`src/rtl/deltasigma_pkg.sv`:
```
// Shared constants and helpers for the multi-channel delta-sigma modulator.
package deltasigma_pkg;

  localparam int ORDER_FIRST  = 1;
  localparam int ORDER_SECOND = 2;

  // Channel index width; a single channel still gets a 1-bit select.
  function automatic int CHW(input int n);
    return (n <= 2) ? 1 : $clog2(n);
  endfunction

  // Signed add clamped to the range of a w-bit two's-complement value.
  function automatic int sat_add(input int a, input int b, input int w);
    int s;
    int hi;
    int lo;
    s  = a + b;
    hi = (1 << (w - 1)) - 1;
    lo = -(1 << (w - 1));
    if (s > hi) return hi;
    if (s < lo) return lo;
    return s;
  endfunction

  // First-order reset phase: spreads channel carries evenly over one period.
  function automatic int offset(input int k, input int ch, input int bits);
    return ((k * (1 << bits)) / ch) % (1 << bits);
  endfunction

endpackage

```
`src/rtl/deltasigma_chan.sv`:
```
// One modulator channel: active code register plus first- or second-order loop.
module deltasigma_chan
  import deltasigma_pkg::*;
#(
  parameter int BITS     = 5,
  parameter int CH       = 4,
  parameter int ORDER    = 1,
  parameter int CHAN_IDX = 0
) (
  input  logic            clk,
  input  logic            rst,
  input  logic            step,
  input  logic            load,
  input  logic [BITS-1:0] load_val,
  output logic            out
);

  logic [BITS-1:0] active_q;

  // NOTE: sequential state uses non-blocking assignments so every register
  // samples pre-edge values; the step below must see the old active_q.
  always_ff @(posedge clk or negedge rst) begin
    if (!rst)      active_q <= '0;
    else if (load) active_q <= load_val;
  end

  if (ORDER == ORDER_FIRST) begin : g_order1
    logic [BITS-1:0] acc_q, acc_d;
    logic            out_q, out_d;
    logic [BITS:0]   sum;

    // NOTE: every output of a combinational block gets a default first, so
    // no path leaves it unassigned and no latch is inferred.
    always_comb begin
      sum   = {1'b0, acc_q} + {1'b0, active_q};
      acc_d = acc_q;
      out_d = out_q;
      if (step) begin
        acc_d = sum[BITS-1:0];
        out_d = sum[BITS];
      end
    end

    always_ff @(posedge clk or negedge rst) begin
      if (!rst) begin
        acc_q <= BITS'(offset(CHAN_IDX, CH, BITS));
        out_q <= 1'b0;
      end else begin
        acc_q <= acc_d;
        out_q <= out_d;
      end
    end

    assign out = out_q;
  end else if (ORDER == ORDER_SECOND) begin : g_order2
    logic signed [BITS+1:0] i1_q, i1_d;
    logic signed [BITS+3:0] i2_q, i2_d;
    logic                   out_q, out_d;
    int                     fb;
    int                     i1_sum;

    // Feedback is full scale whenever the outer integrator is non-negative.
    always_comb begin
      fb     = (i2_q >= 0) ? (1 << BITS) : 0;
      i1_sum = sat_add(int'(i1_q) + int'(active_q), -fb, BITS + 2);
      i1_d   = i1_q;
      i2_d   = i2_q;
      out_d  = out_q;
      if (step) begin
        i1_d  = (BITS+2)'(i1_sum);
        i2_d  = (BITS+4)'(sat_add(int'(i2_q), i1_sum - fb, BITS + 4));
        out_d = (i2_q >= 0);
      end
    end

    always_ff @(posedge clk or negedge rst) begin
      if (!rst) begin
        i1_q  <= '0;
        i2_q  <= '0;
        out_q <= 1'b0;
      end else begin
        i1_q  <= i1_d;
        i2_q  <= i2_d;
        out_q <= out_d;
      end
    end

    assign out = out_q;
  end else begin : g_bad_order
    $error("deltasigma_chan: ORDER must be 1 or 2");
  end

endmodule

```
`src/rtl/deltasigma_mc.sv`:
```
// Multi-channel delta-sigma modulator: shadow codes, synchronous commit, shared step.
module deltasigma_mc
  import deltasigma_pkg::*;
#(
  parameter int BITS  = 5,
  parameter int CH    = 4,
  parameter int ORDER = 1
) (
  input  logic                 clk,
  input  logic                 rst,
  input  logic [BITS-1:0]      data_in,
  input  logic [CHW(CH)-1:0]   data_in_ch,
  input  logic                 data_in_en,
  input  logic                 commit,
  input  logic                 next,
  output logic [CH-1:0]        out
);

  localparam int CW = CHW(CH);

  if (CH < 1 || CH > 16) begin : g_bad_ch
    $error("deltasigma_mc: CH must be in 1..16");
  end

  logic [BITS-1:0] shadow_q [CH];
  logic [BITS-1:0] load_val [CH];
  logic [CH-1:0]   wr_hit;

  // Out-of-range channel selects match no k and are dropped.
  always_comb begin
    for (int k = 0; k < CH; k++) begin
      wr_hit[k]   = data_in_en && (data_in_ch == CW'(k));
      load_val[k] = wr_hit[k] ? data_in : shadow_q[k];
    end
  end

  // NOTE: the shadow array is small and must read as zero after reset, so it
  // is a reset register bank rather than an un-reset RAM.
  always_ff @(posedge clk or negedge rst) begin
    if (!rst) begin
      for (int k = 0; k < CH; k++) shadow_q[k] <= '0;
    end else begin
      for (int k = 0; k < CH; k++) begin
        if (wr_hit[k]) shadow_q[k] <= data_in;
      end
    end
  end

  for (genvar k = 0; k < CH; k++) begin : g_chan
    deltasigma_chan #(
      .BITS    (BITS),
      .CH      (CH),
      .ORDER   (ORDER),
      .CHAN_IDX(k)
    ) u_chan (
      .clk     (clk),
      .rst     (rst),
      .step    (next),
      .load    (commit),
      .load_val(load_val[k]),
      .out     (out[k])
    );
  end

endmodule

```
`config.mk`:
```
export PLATFORM = sky130hd
export DESIGN_NAME = deltasigma_mc
export DESIGN_NICKNAME = d
export VERILOG_FILES = /design/src/rtl/deltasigma_pkg.sv /design/src/rtl/deltasigma_chan.sv /design/src/rtl/deltasigma_mc.sv
export SDC_FILE = /design/constraint.sdc
export NUM_CORES = 1
export LEC_CHECK = 0
export ABC_AREA = 1
export BUFFER_PORTS_ARGS = -buffer_cell sky130_fd_sc_hd__buf_2
export CAP_MARGIN = 20
export CORE_MARGIN = 4
export CORE_UTILIZATION = 40
export DETAILED_ROUTE_END_ITERATION = 10
export PLACE_DENSITY_LB_ADDON = 0.15
export RECOVER_POWER = 50
export SKIP_LAST_GASP = 1
export SLEW_MARGIN = 20
export SYNTH_ARGS = -nofsm -noshare
export SYNTH_HDL_FRONTEND = slang
export SYNTH_SLANG_ARGS = --single-unit
export TNS_END_PERCENT = 20
```
`constraint.sdc`:
```
create_clock -name clk -period 2.23 [get_ports clk]
set_input_delay 0.223 -clock clk [delete_from_list [all_inputs] [get_ports clk]]
set_output_delay 0.223 -clock clk [all_outputs]
set_load 0.05 [all_outputs]
```
# After elaboration in Yosys (flattened, before gate mapping)

Index checks and enable logic that the tools add are counted.

Input port bits: 12
Flip-flop bits (word level): 64
Word-level logic and storage cells: 32

Equality and inequality tests: 3
$add $sub $neg: 4
Mux-type cells: 4
Reductions and logical operators: 5

Operators by type and width:

| kind                 | number |
|---|---|
| $add A5 B5 Y6        | 4 |
| $mux W5              | 4 |
| $eq A2 B2 Y1 const B | 2 |
| $logic_and A1 B1 Y1  | 4 |
| $eq A2 B1 Y1 const B | 1 |
| $logic_not A2 Y1     | 1 |

# Longest topological paths before layout

Gate-level depths: netlist (run 1).

Word-level depth: 3
Depth in mapped cells: 10
Depth with buffers taken out: 10

# By module

Synthesis (run 1) repeated with hierarchy kept, for this count alone.

Cell total of the unflattened synthesis: 354
Area total of the unflattened synthesis: 3295.7 µm²

Modules (own cells, without submodules):

| module                             | cells each | times used | area an instance (µm²) |
|---|---|---|---|
| deltasigma_mc                      | 91         | 1          | 867.1 |
| deltasigma_chan (g_chan[3].u_chan) | 67         | 1          | 613.1 |
| deltasigma_chan (g_chan[1].u_chan) | 67         | 1          | 611.8 |
| deltasigma_chan (g_chan[0].u_chan) | 67         | 1          | 610.6 |
| deltasigma_chan (g_chan[2].u_chan) | 62         | 1          | 593.1 |

# Worst setup path before layout (run 1)

No wires, ideal clock.

Kind: register to register
Start: register g_chan[1].u_chan.g_order1.acc_q[3]
End: register g_chan[1].u_chan.g_order1.acc_q[4]
Slack: 854 ps
Stages on the path, launching flop included: 7
Setup time: 117 ps
Data arrival time: 1259 ps
Period minus slack after synthesis: 1376 ps
Path through: dfstp_2 ha_1 or2_2 nand2_1 nand2_1 nand3_1 nand2_1

Word-level cells in the longest chain between the ends: 1

RTL lines:

| item                   | line                  | text |
|---|---|---|
| start, declared        | deltasigma_chan.sv:28 | `logic [BITS-1:0] acc_q, acc_d;` |
| start signal, assigned | deltasigma_chan.sv:46 | `acc_q <= BITS'(offset(CHAN_IDX, CH, BITS));` |
| $add A5 B5 Y6          | deltasigma_chan.sv:35 | `sum = {1'b0, acc_q} + {1'b0, active_q};` |

Every way passes these cells.
A chain may end at the register's enable or synchronous reset.

# Worst setup path after layout (run 1)

Start: register g_chan[0].u_chan.active_q[0]
End: register g_chan[0].u_chan.g_order1.acc_q[4]

Word-level cells in the longest chain between the ends: 1

RTL lines:

| item                   | line                  | text |
|---|---|---|
| start, declared        | deltasigma_chan.sv:18 | `logic [BITS-1:0] active_q;` |
| start signal, assigned | deltasigma_chan.sv:24 | `else if (load) active_q <= load_val;` |
| $add A5 B5 Y6          | deltasigma_chan.sv:35 |  |
| end signal, assigned   | deltasigma_chan.sv:46 |  |
| end, declared          | deltasigma_chan.sv:28 |  |

Every way passes these cells.

==> results.cfg, run 1 <==
[die]
num_io_pins = 16
core-area_um2 = 7770
start_util = 0.416
die_w_um = 97.8
die-area_um2 = 9570
rows = 32
die_height_um = 97.8

[logic_synthesis]
synthTopCellsByArea = dfrtp_1 (47%), nand2_1 (17%), ha_1 (7.8%)
synth_area_um2 = 3230
syn_area_per_cell_um2 = 8.43
synthSimpleGateAreaFrac = 0.250
async_flop_share = 1.00
syn-num-nets = 419
synth-xor-area-share = 0
yosys.area.top_type_share = 0.465
yosysWarnings = 0
yosysUniqueCellTypes = 20
postSynthCellCount = 383
synthAdderAreaFrac = 0.102
synth_compound_area_frac = 0.0733
synth_top_family_by_area = simple AND/OR/NAND/NOR gates
synth_ff_type = dfrtp_1
ys_ff_latch = 64
synth_edf_count = 0
synth_top_area_cell = dfrtp_1
seq_area_frac_synth = 0.498
synth.area.mux_share = 0

[min_path]
min_path_cells = 3
holdCritPathClass = in2reg
min_to = shadow_q[7]
min_from = data_in[2]

[power_and_ir_drop]
p_comb_frac = 0.335
finalPower_mw = 4.22
power_frac_clock = 0.264
p_per_area_nw_per_um2 = 1170
sw_frac_of_total = 0.353
ir_worst_vdd_uv = 540
p_leak_nw = 1.92
p_int_mw = 2.73
p_sw_mw = 1.49
pwr-share-seq = 0.401

[status]
status = finished clean

[worst_setup_path]
critPathKind = reg2reg
crit_required_ns = 2.47
cp-end-kind = flop
r2r_start = g_chan[0].u_chan.active_q[0]
worstPathMaxFanout = 2
startpoint_type = flop
cp.arrival_ns = 1.70
reg2reg_depth = 9
r2r_setup_slack_ns = 0.77
r2r_end = g_chan[0].u_chan.g_order1.acc_q[4]

[route]
postRouteWirelength_um = 5990
drc = 0
dr.pass1.iters = 4
ant_nets = 0
drt-initial-drc-count = 123
wl_per_cell_um = 11.8
routed-via-count = 2357
via_per_inst = 4.64

[clocking]
cts.sinks = 64
clkSlewWorstSetupHoldPaths_ns = 0.07
cts_buffers = 9
cts_setup_buffers = 0
root_buffer = clkbuf_8
htreeDepth = 3
clkLatencyLatePin_ns = 0.34
cts_resized = 0
clock_path_buffers = 2
cts_tree = yes

[global_routing]
use_met2 = 0.192
busiest_layer = met1
grt_max_degree = 65
grt_pass1_vias = 2305
track_usage = 0.137
gr-total-overflow = 0
grt_use_met3 = 0.0307
antenna_found_initial = 0
grt_util_met1 = 0.200
grt_pass1_wl_um = 10600

[placement]
hpwl_um = 4130
gp_congestion = 0.741
numPortBuffers = 15

[sta]
relSlewSlack = 0.681
hold_viol_final = 0
fin_tns_setup_ns = 0
timing.fmax_ghz = 0.685
rsz0062_at_grt = no
slew_viol_final = 0
tightestPinTransition_ns = 0.478
setup_viol = 0
min_period_ns = 1.46
period_share = 0.655
finClkSkew_ns = 0.00651

[cells_and_area]
fin_nets = 437
seqCellArea_um2 = 1610
area_growth_pct = 11.7
multiInputGateArea_um2 = 1350
drive_above_1_share = 0.116
diodes = 0
fillCellCount = 791

[flow_run]
maxCapViolations = 0
cell usage in the layout (no fill, tap or decap), drive strengths merged:
master,instances
a21oi,6
buf,17
bufinv,2
clkbuf,12
clkinv,1
clkinvlp,2
dfrtp,60
dfstp,4
dlygate4sd3,1
fa,4
ha,20
inv,49
nand2,142
nand3,24
nand3b,2
nor2,14
nor3b,4
o21ai,36
or2,6
what timing repair did:
item,CTS,global route
setup endpoints to repair,0,0
endpoints found under the hold margin,60,0
hold buffers,1,0
synth_stat cells (3+ instances only):
library cell    n
o21ai_0        26
fa_1            4
ha_1           20
nand3_2         4
clkbuf_1        6
dfstp_2         4
o21ai_1         3
o21ai_2         7
nand2_1       142
nor3b_1         4
inv_1          48
buf_4           4
or2_2           6
a21oi_1         6
nand3_1        20
dfrtp_1        60
nor2_1         14
flip-flops by register name (all words and copies together) (netlist names):
name / flops
g_chan.u_chan.active_q: 20
g_chan.u_chan.g_order1.acc_q: 20
shadow_q: 20
g_chan.u_chan.out: 4
cell families after synthesis:
| kind of cell | count (synthesis) |
|---|---|
| AOI/OAI and AO/OA | 42 |
| adders and majority gates | 24 |
| DFF | 64 |
| and+or+nand+nor | 192 |
| buffers and inverters | 61 |
critical path: stages, from the launching register on:
cell	delay [ns]
dfrtp_1	0.37
ha_1	0.17
inv_1	0.05
fa_1	0.35
inv_1	0.08
nand2_1	0.06
nand2_1	0.08
nand3_1	0.07
nand3_1	0.08
nand2_1	0.05
worst max path at each step:
stage / endpoint / slack [ns] / from / cells after the start
2_1_floorplan: g_chan[1].u_chan.g_order1.acc_q[4] / 0.85 / g_chan[1].u_chan.g_order1.acc_q[3] / 6
3_3_place_gp: g_chan[1].u_chan.g_order1.acc_q[4] / 0.79 / g_chan[1].u_chan.active_q[0] / 9
3_5_place_dp: g_chan[0].u_chan.g_order1.acc_q[4] / 0.76 / g_chan[0].u_chan.active_q[0] / 9
4_1_cts: g_chan[0].u_chan.g_order1.acc_q[4] / 0.75 / g_chan[0].u_chan.active_q[0] / 9
5_1_grt: g_chan[0].u_chan.g_order1.acc_q[4] / 0.60 / g_chan[0].u_chan.active_q[0] / 10
6_report: g_chan[0].u_chan.g_order1.acc_q[4] / 0.77 / g_chan[0].u_chan.active_q[0] / 9
per-stage QoR:
step                setup WS (ns)  instances  instance area [um^2]   util  hold WS [ns]
floorplan                   0.854        383                  3230      -       -0.0726
global placement            0.792        491                  3400  0.438         0.267
detailed placement          0.757        491                  3400  0.438         0.271
CTS                         0.751        508                  3630  0.468         0.168
global route                0.602        508                  3610  0.464         0.184
finish                      0.769        508                  3610  0.464         0.182
layout make-up:
type / count / share of cell area
well taps: 102 / 0.0354
inverters: 49 / 0.0510
repair buffers: 19 / 0.0330
clock inverters: 5 / 0.0222
clock buffers: 11 / 0.0392
flip-flops and latches: 64 / 0.446
multi-input cells: 258 / 0.374
layer usage:
| metal | part of all wire | wire, um |
|---|---|---|
| met1 | 0.54 | 3220 |
| met5 | 0 | 0 |
| met3 | 0.035 | 211 |
| met2 | 0.42 | 2490 |
| met4 | 0.010 | 60 |
power by group through the flow:
| stage | Sequential [mW] | Clock, mW | Combinational (mW) |
|---|---|---|---|
| 3_3_place_gp | 1.70 | 0 | 1.41 |
| 6_report | 1.69 | 1.11 | 1.42 |
| 3_5_place_dp | 1.71 | 0 | 1.43 |
| 4_1_cts | 1.69 | 1.15 | 1.44 |
| 2_1_floorplan | 1.66 | 0 | 1.20 |
| 5_1_grt | 1.73 | 1.19 | 1.67 |
Note: power is estimated with default switching activity, not from simulation.
==> run 2, diff against run 1 <==
- clock period: 2.23 -> 1.4 ns (I/O delays scaled with it)
==> results.cfg, run 2 (same netlist as run 1, synthesis figures left out) <==
[status]
status = complete, but fails checks
violations = setup timing

[route]
wl_per_cell_um = 11.9
drt-initial-drc-count = 87
ant_nets = 0
dr.pass1.iters = 6
postRouteWirelength_um = 6160
drc = 0
via_per_inst = 4.62
routed-via-count = 2391

[die]
num_io_pins = 16
die-area_um2 = 9570
die_height_um = 97.8
die_w_um = 97.8
start_util = 0.416
core-area_um2 = 7770
rows = 32

[placement]
numPortBuffers = 15
dp_cells = 499
hpwl_um = 4310
gp_congestion = 0.757
dpl_cell_area_um2 = 3460

[clocking]
clkLatencyLatePin_ns = 0.33
root_buffer = clkbuf_8
htreeDepth = 3
cts.sinks = 64
clkSlewWorstSetupHoldPaths_ns = 0.07
cts_tree = yes
cts_buffers = 9
clock_path_buffers = 2

[power_and_ir_drop]
power_frac_clock = 0.209
ir_worst_vdd_uv = 662
pwr-share-seq = 0.414
p_per_area_nw_per_um2 = 1790
p_leak_nw = 1.94
p_comb_frac = 0.377
p_sw_mw = 2.38
sw_frac_of_total = 0.367
p_int_mw = 4.11
finalPower_mw = 6.49

[global_routing]
antenna_found_initial = 0
grt_pass1_wl_um = 10700
track_usage = 0.138
grt_max_degree = 65
grt_pass1_vias = 2261
gr-total-overflow = 0

[sta]
timing.fmax_ghz = 0.702
finClkSkew_ns = 0.00593
setup_viol = 2
fin_ws_ns = -0.0253
rsz0062_at_grt = yes
period_share = 1.02
slew_viol_final = 0
relSlewSlack = 0.419
tightestPinTransition_ns = 0.871
min_period_ns = 1.43
hold_viol_final = 0

[cells_and_area]
final_cell_mix = nand2_1 (140), dfrtp_1 (60), inv_1 (47), o21ai_0 (36), nand3_1 (20)
top_regs = g_chan.u_chan.active_q: 20 flops, g_chan.u_chan.g_order1.acc_q: 20 flops, shadow_q: 20 flops
drive_above_1_share = 0.159
area_growth_pct = 12.6
diodes = 0
fin_cells = 518
fin_nets = 447
final_area_um2 = 3630
layout.cells.most_common = nand2_1

[min_path]
holdCritPathClass = in2reg
min_path_cells = 3

[worst_setup_path]
r2r_start = g_chan[1].u_chan.g_order1.acc_q[3]
r2r_end = g_chan[1].u_chan.g_order1.acc_q[4]
cp_common_cell = nand2_1
crit_required_ns = 1.62
cp-endpoint = g_chan[1].u_chan.g_order1.acc_q[4]
reg2reg_depth = 6
worst_path_max_delay_cell = dfstp_2
startpoint_type = flop
worstPathMaxFanout = 2
critPathKind = reg2reg
cp-end-kind = flop
critical-path-max-stage-delay_ns = 0.54
cp-startpoint = g_chan[1].u_chan.g_order1.acc_q[3]
cp.arrival_ns = 1.65
r2r_setup_slack_ns = -0.03
worstPathCellList = ha_1 -> or2_2 -> nand2_1 -> nand2_1 -> nand3_1 -> nand2_1

[flow_run]
maxCapViolations = 0
run 2: changes by cell type in the layout (fill, tap and decap cells not counted), moves of 3 or more:
cell and change:
clkinv_2 +3, fa_2 +4, fa_1 -4, buf_4 +10
run 2: worst max-delay path, delay by kind of cell, from the launching register on:
kind	cells	cell delay, ns
fa+ha+maj	1	0.23
flops	1	0.54
simple gates	5	0.55
run 2: repair_timing:
item / CTS / global route
setup endpoints to repair: 4 / 6
endpoints found under the hold margin: 60 / 0
hold buffers: 1 / 0
setup buffers: 0 / 2
pin swaps: 6 / 2
gates resized for setup: 7 / 2
run 2: stage by stage:
step           hold slack (ns)  setup WS, ns  setup TNS (ns)   util
6_report                 0.111       -0.0253         -0.0259  0.468
5_1_grt                  0.133        -0.144          -0.587  0.468
4_1_cts                 0.0999       -0.0312         -0.0642  0.470
3_5_place_dp             0.186       -0.0514          -0.150  0.446
3_3_place_gp             0.184      -0.00360        -0.00450  0.446
2_1_floorplan           -0.156        0.0240               0      -
run 2: power groups by stage:
stage               Combinational, mW  Sequential [mW]  Clock (mW)
detailed placement               2.43             2.72           0
finish                           2.45             2.69        1.35
global route                     2.86             2.76        1.49
CTS                              2.47             2.69        1.41
global placement                 2.37             2.70           0
floorplan                        1.91             2.65           0
run 2: worst min-delay path by stage:
stage	startpoint	slack, ns	end
detailed placement	rst	0.19	g_chan[2].u_chan.g_order1.acc_q[1]
floorplan	rst	-0.16	g_chan[0].u_chan.active_q[0]
global placement	rst	0.18	g_chan[2].u_chan.g_order1.acc_q[1]
finish	data_in[1]	0.11	shadow_q[6]
CTS	data_in[2]	0.1	shadow_q[7]
global route	data_in[2]	0.13	shadow_q[7]
run 2: area by class of cell:
class	instances	area [um^2]
Tap cell	102	128
Multi-Input combinational cell	258	1370
Inverter	49	184
Clock inverter	4	20.0
Clock buffer	12	145
Fill cell	807	4130
Timing Repair Buffer	29	183
Sequential cell	64	1610
run 2: routing by layer:
| metal | vias to the layer above | part of all wire | global-route usage |
|---|---|---|---|
| li1 | 1251 | - | - |
| met1 | 1110 | 0.54 | 0.208 |
| met2 | 23 | 0.41 | 0.192 |
| met3 | 7 | 0.026 | 0.0271 |
| met4 | 0 | 0.015 | 0.0575 |
| met5 | - | 0 | 0 |
==> run 3, diff against run 2 <==
- CORE_ASPECT_RATIO: not set -> 1.1
==> results.cfg, run 3 (same netlist as run 1, synthesis figures left out) <==
[die]
core-area_um2 = 7870
die_w_um = 93.7
die_height_um = 102
die-area_um2 = 9570
start_util = 0.410
num_io_pins = 16
rows = 34

[worst_setup_path]
cp-end-kind = flop
startpoint_type = flop
r2r_end = g_chan[1].u_chan.g_order1.acc_q[2]
r2r_setup_slack_ns = -0.04
cp.arrival_ns = 1.70
r2r_start = g_chan[1].u_chan.active_q[0]
critPathKind = reg2reg
worstPathMaxFanout = 2
reg2reg_depth = 8
crit_required_ns = 1.66

[sta]
fin_ws_ns = -0.0412
period_share = 1.03
slew_viol_final = 0
timing.fmax_ghz = 0.694
rsz0062_at_grt = yes
hold_viol_final = 0
min_period_ns = 1.44
tightestPinTransition_ns = 0.787
finClkSkew_ns = 0.00439
relSlewSlack = 0.475
setup_viol = 2

[min_path]
min_path_cells = 3
min_to = shadow_q[14]
min_from = data_in[4]
holdCritPathClass = in2reg

[power_and_ir_drop]
power_frac_clock = 0.235
p_comb_frac = 0.366
sw_frac_of_total = 0.361
ir_worst_vdd_uv = 852
p_leak_nw = 1.97
p_per_area_nw_per_um2 = 1820
p_int_mw = 4.32
p_sw_mw = 2.44
pwr-share-seq = 0.399

[route]
drt-initial-drc-count = 135
postRouteWirelength_um = 6160
via_per_inst = 4.49
ant_nets = 0
routed-via-count = 2365
wl_per_cell_um = 11.7
dr.pass1.iters = 4
drc = 0

[clocking]
cts_tree = yes
root_buffer = clkbuf_8
clkLatencyLatePin_ns = 0.34
cts_buffers = 9
clock_path_buffers = 2
clkSlewWorstSetupHoldPaths_ns = 0.07
htreeDepth = 3
cts.sinks = 64

[global_routing]
grt_pass1_wl_um = 10800
grt_max_degree = 42
gr-total-overflow = 0
grt_pass1_vias = 2204
track_usage = 0.147
antenna_found_initial = 0

[flow_run]
maxCapViolations = 0

[cells_and_area]
fin_cells = 527
top_regs = g_chan.u_chan.active_q: 20 flops, g_chan.u_chan.g_order1.acc_q: 20 flops, shadow_q: 20 flops
final_cell_mix = nand2_1 (138), dfrtp_1 (60), inv_1 (45), o21ai_0 (36), nand3_1 (20)
layout.cells.most_common = nand2_1
fin_nets = 450
fin_util = 0.470
diodes = 0
drive_above_1_share = 0.177
area_growth_pct = 14.7

[status]
status = complete, but fails checks
violations = setup timing

[placement]
hpwl_um = 4430
numPortBuffers = 15
gp_congestion = 0.768
dp_cells = 506
==> run 3: layout make-up <==
class                      count  area, um^2
fill                         777        4170
sequential                    64        1610
multi-input combinational    258        1370
timing repair buffer          32         205
inverter                      49         184
clock buffer                  10         138
tap                          108         135
clock inverter                 6        58.8
==> run 3: routing by layer <==
metal	wire (um)	vias to the layer above	part of all wire	global-route usage
met5	0	-	0	0
met1	3370	1066	0.55	0.218
met2	2520	31	0.41	0.204
met4	99	0	0.016	0.0633
li1	-	1259	-	-
met3	174	9	0.028	0.0368
==> run 3: critical path, cell delays in order (launching register included) <==
cell	delay (ns)
dfrtp_1	0.36
ha_2	0.19
inv_2	0.04
fa_2	0.35
inv_2	0.07
buf_4	0.09
buf_4	0.08
nor2_1	0.03
o21ai_0	0.15
==> run 3: how the worst max path moves through the flow <==
stage                                       start  cells past startpoint                            endpoint
5_1_grt              g_chan[1].u_chan.active_q[0]                     10  g_chan[1].u_chan.g_order1.acc_q[4]
2_1_floorplan  g_chan[1].u_chan.g_order1.acc_q[3]                      6  g_chan[1].u_chan.g_order1.acc_q[4]
4_1_cts              g_chan[1].u_chan.active_q[0]                      9  g_chan[1].u_chan.g_order1.acc_q[4]
6_report             g_chan[1].u_chan.active_q[0]                      8  g_chan[1].u_chan.g_order1.acc_q[2]
3_3_place_gp   g_chan[3].u_chan.g_order1.acc_q[0]                      8  g_chan[3].u_chan.g_order1.acc_q[4]
3_5_place_dp         g_chan[1].u_chan.active_q[0]                      9  g_chan[1].u_chan.g_order1.acc_q[4]
==> run 3: power by group through the flow <==
| stage | clock network [mW] | logic, mW | registers, mW |
|---|---|---|---|
| 2_1_floorplan | 0 | 1.91 | 2.65 |
| 3_3_place_gp | 0 | 2.37 | 2.71 |
| 3_5_place_dp | 0 | 2.41 | 2.73 |
| 4_1_cts | 1.64 | 2.46 | 2.70 |
| 5_1_grt | 1.73 | 2.92 | 2.76 |
| 6_report | 1.59 | 2.47 | 2.70 |
==> run 3: timing repair <==
item	4_1_cts	5_1_grt
endpoints found under the hold margin	12	0
pin swaps	4	7
endpoints found under the setup margin	4	11
resized for setup	5	8
hold buffers	1	0
buffers inserted	3	1
==> run 3: metrics by stage <==
step / hold WS (ns) / TNS [ns] / instance area, um^2 / power, mW / worst slack [ns]
2_1_floorplan: -0.156 / 0 / 3230 / 4.56 / 0.0240
3_3_place_gp: 0.0691 / -0.00583 / 3480 / 5.08 / -0.00278
3_5_place_dp: 0.0781 / -0.128 / 3480 / 5.14 / -0.0518
4_1_cts: 0.0868 / -0.0806 / 3720 / 6.80 / -0.0385
5_1_grt: 0.104 / -2.23 / 3700 / 7.42 / -0.136
6_report: 0.0972 / -0.0555 / 3700 / 6.75 / -0.0412
